$ cat src/rtl/score_controller.sv
// score_controller: game-flow sequencer for two BCD scores, serve delay, winner detection and game-over blink
// Ports: clk/rst_n (async active-low); frame_tick, start_btn, goal1, goal2 in;
//  score1/score2 (4b), ball_hold, serve_pulse, serve_dir, score_vis, game_over, winner out (all registered).
module score_controller #(
  parameter int WIN_SCORE    = 9,
  parameter int SERVE_FRAMES = 60,
  parameter int BLINK_FRAMES = 30
) (
  input  logic       clk,
  input  logic       rst_n,
  input  logic       frame_tick,
  input  logic       start_btn,
  input  logic       goal1,
  input  logic       goal2,
  output logic [3:0] score1,
  output logic [3:0] score2,
  output logic       ball_hold,
  output logic       serve_pulse,
  output logic       serve_dir,
  output logic       score_vis,
  output logic       game_over,
  output logic       winner
);
  typedef enum logic [1:0] {IDLE, SERVE, PLAY, GAME_OVER} state_t;
  state_t     state_q, state_d;
  logic [7:0] cnt_q, cnt_d;
  logic [3:0] score1_q, score1_d, score2_q, score2_d;
  logic       ball_hold_q, ball_hold_d, serve_pulse_q, serve_pulse_d, serve_dir_q, serve_dir_d;
  logic       score_vis_q, score_vis_d, game_over_q, game_over_d, winner_q, winner_d;
  logic       start_prev_q, start_edge;
  logic [3:0] s1_inc, s2_inc;
  assign start_edge = start_btn & ~start_prev_q;
  assign s1_inc     = score1_q + 4'd1;
  assign s2_inc     = score2_q + 4'd1;
  always_comb begin
    state_d       = state_q;
    cnt_d         = cnt_q;
    score1_d      = score1_q;
    score2_d      = score2_q;
    serve_dir_d   = serve_dir_q;
    score_vis_d   = score_vis_q;
    winner_d      = winner_q;
    serve_pulse_d = 1'b0;
    case (state_q)
      IDLE: if (start_edge) begin
        score1_d    = 4'd0;
        score2_d    = 4'd0;
        serve_dir_d = 1'b0;
        cnt_d       = 8'd0;
        state_d     = SERVE;
      end
      SERVE: if (frame_tick) begin
        if (cnt_q == 8'(SERVE_FRAMES - 1)) begin
          serve_pulse_d = 1'b1;
          cnt_d         = 8'd0;
          state_d       = PLAY;
        end else cnt_d = cnt_q + 8'd1;
      end
      PLAY: if (goal1 | goal2) begin
        // simultaneous goals fall through as a replayed point
        cnt_d   = 8'd0;
        state_d = SERVE;
        if (goal1 & ~goal2) begin
          score1_d    = s1_inc;
          serve_dir_d = 1'b1;
          if (s1_inc == 4'(WIN_SCORE)) begin
            state_d  = GAME_OVER;
            winner_d = 1'b0;
          end
        end else if (goal2 & ~goal1) begin
          score2_d    = s2_inc;
          serve_dir_d = 1'b0;
          if (s2_inc == 4'(WIN_SCORE)) begin
            state_d  = GAME_OVER;
            winner_d = 1'b1;
          end
        end
      end
      GAME_OVER: if (start_edge) begin
        score1_d    = 4'd0;
        score2_d    = 4'd0;
        score_vis_d = 1'b1;
        serve_dir_d = ~winner_q;
        cnt_d       = 8'd0;
        state_d     = SERVE;
      end else if (frame_tick) begin
        if (cnt_q == 8'(BLINK_FRAMES - 1)) begin
          score_vis_d = ~score_vis_q;
          cnt_d       = 8'd0;
        end else cnt_d = cnt_q + 8'd1;
      end
      default: state_d = IDLE;
    endcase
    ball_hold_d = state_d != PLAY;
    game_over_d = state_d == GAME_OVER;
  end
  always_ff @(posedge clk or negedge rst_n) begin
    if (!rst_n) begin
      state_q       <= IDLE;
      cnt_q         <= 8'd0;
      score1_q      <= 4'd0;
      score2_q      <= 4'd0;
      ball_hold_q   <= 1'b1;
      serve_pulse_q <= 1'b0;
      serve_dir_q   <= 1'b0;
      score_vis_q   <= 1'b1;
      game_over_q   <= 1'b0;
      winner_q      <= 1'b0;
      start_prev_q  <= 1'b0;
    end else begin
      state_q       <= state_d;
      cnt_q         <= cnt_d;
      score1_q      <= score1_d;
      score2_q      <= score2_d;
      ball_hold_q   <= ball_hold_d;
      serve_pulse_q <= serve_pulse_d;
      serve_dir_q   <= serve_dir_d;
      score_vis_q   <= score_vis_d;
      game_over_q   <= game_over_d;
      winner_q      <= winner_d;
      start_prev_q  <= start_btn;
    end
  end
  assign score1      = score1_q;
  assign score2      = score2_q;
  assign ball_hold   = ball_hold_q;
  assign serve_pulse = serve_pulse_q;
  assign serve_dir   = serve_dir_q;
  assign score_vis   = score_vis_q;
  assign game_over   = game_over_q;
  assign winner      = winner_q;
endmodule
$ cat config.mk
export PLATFORM = sky130hd
export DESIGN_NAME = score_controller
export DESIGN_NICKNAME = d
export VERILOG_FILES = /design/src/rtl/score_controller.sv
export SDC_FILE = /design/constraint.sdc
export NUM_CORES = 1
export LEC_CHECK = 0
export CORE_MARGIN = 3
export CORE_UTILIZATION = 39
export DETAILED_ROUTE_END_ITERATION = 16
export PLACE_DENSITY_LB_ADDON = 0.08
export SKIP_CTS_REPAIR_TIMING = 1
export SLEW_MARGIN = 20
export SYNTH_ARGS = -nofsm -noshare
export SYNTH_HDL_FRONTEND = slang
export SYNTH_SLANG_ARGS = --single-unit
$ cat constraint.sdc
create_clock -name clk -period 2 [get_ports clk]
set_input_delay 0.4 -clock clk [delete_from_list [all_inputs] [get_ports clk]]
set_output_delay 0.4 -clock clk [all_outputs]
set_load 0.005 [all_outputs]
# Word-level counts from Yosys, hierarchy flattened
# Cells that the tools add are included.
[totals]
register_bits = 25
output_inout_bits = 14
word_cells = 98
[classes]
add_sub_neg = 3
n_eq_ne = 20
n_mux = 41
bitwise_logic = 9
reduce_logical = 14
[op_table]
columns = ["operator", "count"]
rows = [
  ["$mux 8", 7],
  ["$pmux 8 s4", 1],
  ["$mux 4", 6],
  ["$mux 2", 8],
  ["$ne 2x2->1 const B", 8],
  ["$pmux 4 s2", 2],
  ["$mux 1", 15],
  ["$reduce_and 5->1", 3],
  ["$reduce_bool 2->1", 5],
  ["$add 4x1->4 const B", 2],
  ["$add 8x1->8 const B", 1],
  ["$eq 4x4->1 const B", 2],
  ["$eq 8x5->1 const B", 1],
  ["$eq 8x6->1 const B", 1],
  ["$reduce_and 4->1", 2],
  ["$eq 2x2->1 const B", 3],
  ["$ne 3x3->1 const B", 2],
  ["$pmux 2 s3", 1],
  ["$not 1->1", 5],
  ["$ne 2x1->1 const B", 2],
  ["$and 1x1->1", 3],
  ["$pmux 1 s3", 1],
  ["$reduce_and 3->1", 1],
  ["$reduce_bool 3->1", 1],
  ["4 further kinds", 4],
]

# Logic depth before layout (Yosys ltp)
[logic_depth]
depth_word = 8
mapped_depth = 8
depth_no_buf = 7

# Least setup slack after synthesis
# No wires, ideal clock.
[synth_path]
path_type = "register to register"
from = "reg state_q[0]"
to = "reg cnt_q[7]"
setup_time_ps = 121
t_arrival_ps = 1560
setup_slack_ps = 319
stages_incl_launch_ff = 8
period_less_slack_ps = 1681
cell_sequence = "dfrtp_1 > inv_1 > ha_1 > buf_2 > a22oi_1 > o21a_1 > o21ai_1 > a22o_1"
[synth_via]
elab_chain_cells = 3
word_cells_on_any_way = 10
classes_between = "eq/ne: 7; mux: 1; reduce/logical: 2"
[synth_lines]
columns = ["item", "line_no", "text"]
rows = [
  ["start: declaration", "25", "state_t state_q, state_d;"],
  ["start signal: assignment", "111", "state_q <= state_d;"],
  ["$eq 2x2->1, or another cell as far along", "44", "case (state_q)"],
  ["$ne 3x3->1 (no line) or $ne 2x2->1 (tied branches)", "--", ""],
  ["$reduce_and 4->1 (no line)", "--", ""],
  ["end signal: assignment", "112", "cnt_q <= cnt_d;"],
  ["end: declaration", "26", "logic [7:0] cnt_q, cnt_d;"],
]
# Parallel ways exist; a longest one is shown, timed or not.
# A chain may end at the register's enable or synchronous reset.

# Final worst setup path
[layout_path]
from = "in goal2"
to = "reg score2_q[2] (netlist: score2[2])"
[layout_via]
elab_chain_cells = 4
word_cells_on_any_way = 8
classes_between = "eq/ne: 3; bitwise: 4; reduce/logical: 1"
[layout_lines]
columns = ["item", "line_no", "text"]
rows = [
  ["start: declaration", "14", "input logic goal2,"],
  ["$not 1->1", "63", "if (goal1 & ~goal2) begin"],
  ["$and 1x1->1", "63", ""],
  ["$ne 2x2->1 (no line)", "--", ""],
  ["$reduce_and 5->1 (no line) (*)", "--", ""],
  ["end signal: assignment", "114", "score2_q <= score2_d;"],
  ["end: declaration", "27", "logic [3:0] score1_q, score1_d, score2_q, score2_d;"],
]
# Every way passes the cells marked *; elsewhere a longest branch is shown, timed or not.

==> metrics <==
synthesized net count=199; Syn. warnings=0; Starting Density=40.86%; crit path kind=in -> reg; vias=1385; final period utilization=93.70%; Seq/Total Area, Yosys=37.89%; I/O Buffers=19; Max clock buf depth=2; share of cells above drive strength 1=19.81%; ys flop type=dfrtp_1; Slew @ Worst Pin=0.4005 ns; initial antenna violation count=0; Power Dens Cells=821.9 nW/µm²; non-filler cells, final=262; Synth Area in Compound Gates=22.79%; GR Util All Layers=14.74%; largest fanout on the critical path=6; vias in the first global route=1351; count of cell types in the netlist=48; I/O Pins=20; Total Die Area=5069 µm²; XOR/XNOR Fraction of Synth Area=0%; post-synth top area cell=dfrtp_1; Final setup viols=0; Post-DRT Antenna Nets=0; DRC Markers=0; Placed Cells=258; CP endpoint kind=flip-flop; Adder-Cell Fraction of Synth Area=9.811%; mux cell area share after synthesis=2.038%; die width=71.20 µm; clk_lat worst skew=0.27 ns; RePlAce Congestion=0.8198; Hold WS=0.4877 ns; cell count after synthesis=180; vias per cell=5.286; Die Height=71.20 µm; synth top area cells=dfrtp_1, ha_1, o21ai_0; asr flop ratio synth=100.0%; root buf cell=clkbuf_8; CTS clock-pin slew for the worst setup and hold paths=0.09 ns; Placed Instance Area=1984 µm²; post-synthesis register bit count=25; Multi-input gate area=973.4 µm²; Antenna Cells=0; pins over their slew limit=0; CP required=2.21 ns; number of synthesized flops with an enable pin=0; maximum clock frequency=533.6 MHz; VDD IR max=0.4204 mV; Final Cell Area=2053 µm²; relative slew slack=73.02%; Simple-Gate Fraction of Synth Area=22.64%; CTS tree=yes; synthesized cell area=1658 µm²; pre-CTS setup slack=-0.2228 ns; CP arrival=2.09 ns; Storage cell area=628.1 µm²; clock sinks=25; status=finished, final reports clean; DR WL/cell=13.03 µm; largest net degree at the start of global routing=26; main combinational cell family by area after synthesis=compound AO/OA/AOI/OAI gates; CP Launch Type=input pin; drt total wl=3.415 mm; Leakage Power=0.0009165 µW; Synth top area share=34.72%; fill count=373; skew final=0.001340 ns; max-cap violations=0; Period minus WS final=1.874 ns; # H-tree levels=1; Mean Syn Cell Area=9.210 µm²; first-pass GRT wire length=6.092 mm; Total Nets Final=232; Layout area overhead=23.85%; core area=4058 µm²; hpwl dp=2.596 mm; Worst Slack Setup Final=0.1260 ns; std cell rows=23; Hold Violations, Final=0; Iter 0 DRT Violations=53; Congestion Overflow GR=0; Hold WC Path Type=in -> async; drt pass-1 iters=4; TritonCTS buffer count=3
## registers in the layout, indices dropped and copies added, names as in the netlist, 2 cells and up
signal   cells
cnt_q        8
score1       4
score2       4
state_q      2
## placed cells by master (no fill, tap or decap), types with 3 or more instances in the layout
cell	netlist	layout
a22o_2	3	3
a21oi_1	6	6
or3_1	3	3
inv_1	18	18
nand3_1	7	7
o21ai_0	16	16
clkdlybuf4s50_1	0	19
a22o_1	6	6
o22ai_1	3	3
nand2b_1	4	4
and3_1	4	4
nor2_1	8	7
nor2b_1	5	5
dfrtp_1	23	23
ha_1	13	12
buf_4	0	11
o21ai_2	2	3
nand2_1	19	19
mux2_2	3	3
clkbuf_8	0	3
## synth_stat cells (4+ instances only)
cell type  number
o21ai_0        16
a21oi_1         6
nand2b_1        4
ha_1           13
and3_1          4
dfrtp_1        23
nand3_1         7
inv_1          18
nor2b_1         5
a22o_1          6
nor2_1          8
nand2_1        19
## per-stage QoR
stage               total power [µW]  utilization, %  setup TNS (ns)
floorplan                       1120               -               0
global placement                1351           48.91          -1.820
detailed placement              1367           48.91          -2.506
CTS                             1684           50.02               0
global route                    1835           50.60       -0.002030
finish                          1687           50.60               0
## where the power goes
group	leakage [µW]	total (µW)	switching, µW	internal [µW]
Sequential	0.000330	657	88.8	568
Combinational	0.000564	727	386	341
Clock	0.0000228	303	161	143
Total	0.000917	1690	636	1050
## final cells by class
type                            count  share of cell area, %
Clock buffer                        4                  2.194
Inverter                           19                  3.473
Multi-Input combinational cell    134                  47.41
Sequential cell                    25                  30.59
Tap cell                           50                  3.047
Timing Repair Buffer               30                  13.28
## worst paths after layout
path                       startpoint  cells after the start  slack (ns)          end
max                             goal2                      8        0.13    score2[2]
min                             rst_n                      2        0.49  serve_pulse
max reg2reg                state_q[0]                      7        0.17    score1[2]
min reg2reg                 score_vis                      2        0.51    score_vis
max in group asynchronous       rst_n                      2        1.22    score_vis
min in group clk            score_vis                      2        0.51    score_vis
## metal layers
metal  vias up  wire length (µm)  global-route usage [%]  share of wire, %
li1        702                 -                       -                 -
met1       659              1641                   19.20                48
met2        19              1629                   24.59                48
met3         5                91                   2.557               2.7
met4         0                53                   5.010               1.6
met5         -                 0                       0                 0
## critical path: stages
cell	delay, ns
clkdlybuf4s50_1	0.48
inv_1	0.06
ha_1	0.24
nor2_2	0.14
nand2_1	0.08
a211o_4	0.37
o21ai_0	0.17
a22o_1	0.15
## cell families (layout without fill, tap and decap cells)
kind of cell / count (synthesis) / count (layout)
and+or+nand+nor: 65 / 65
AOI/OAI and AO/OA: 53 / 53
DFF: 25 / 25
buffers and inverters: 21 / 53
adders and majority gates: 13 / 13
muxes: 3 / 3
Power figures use the tool's default switching activity.
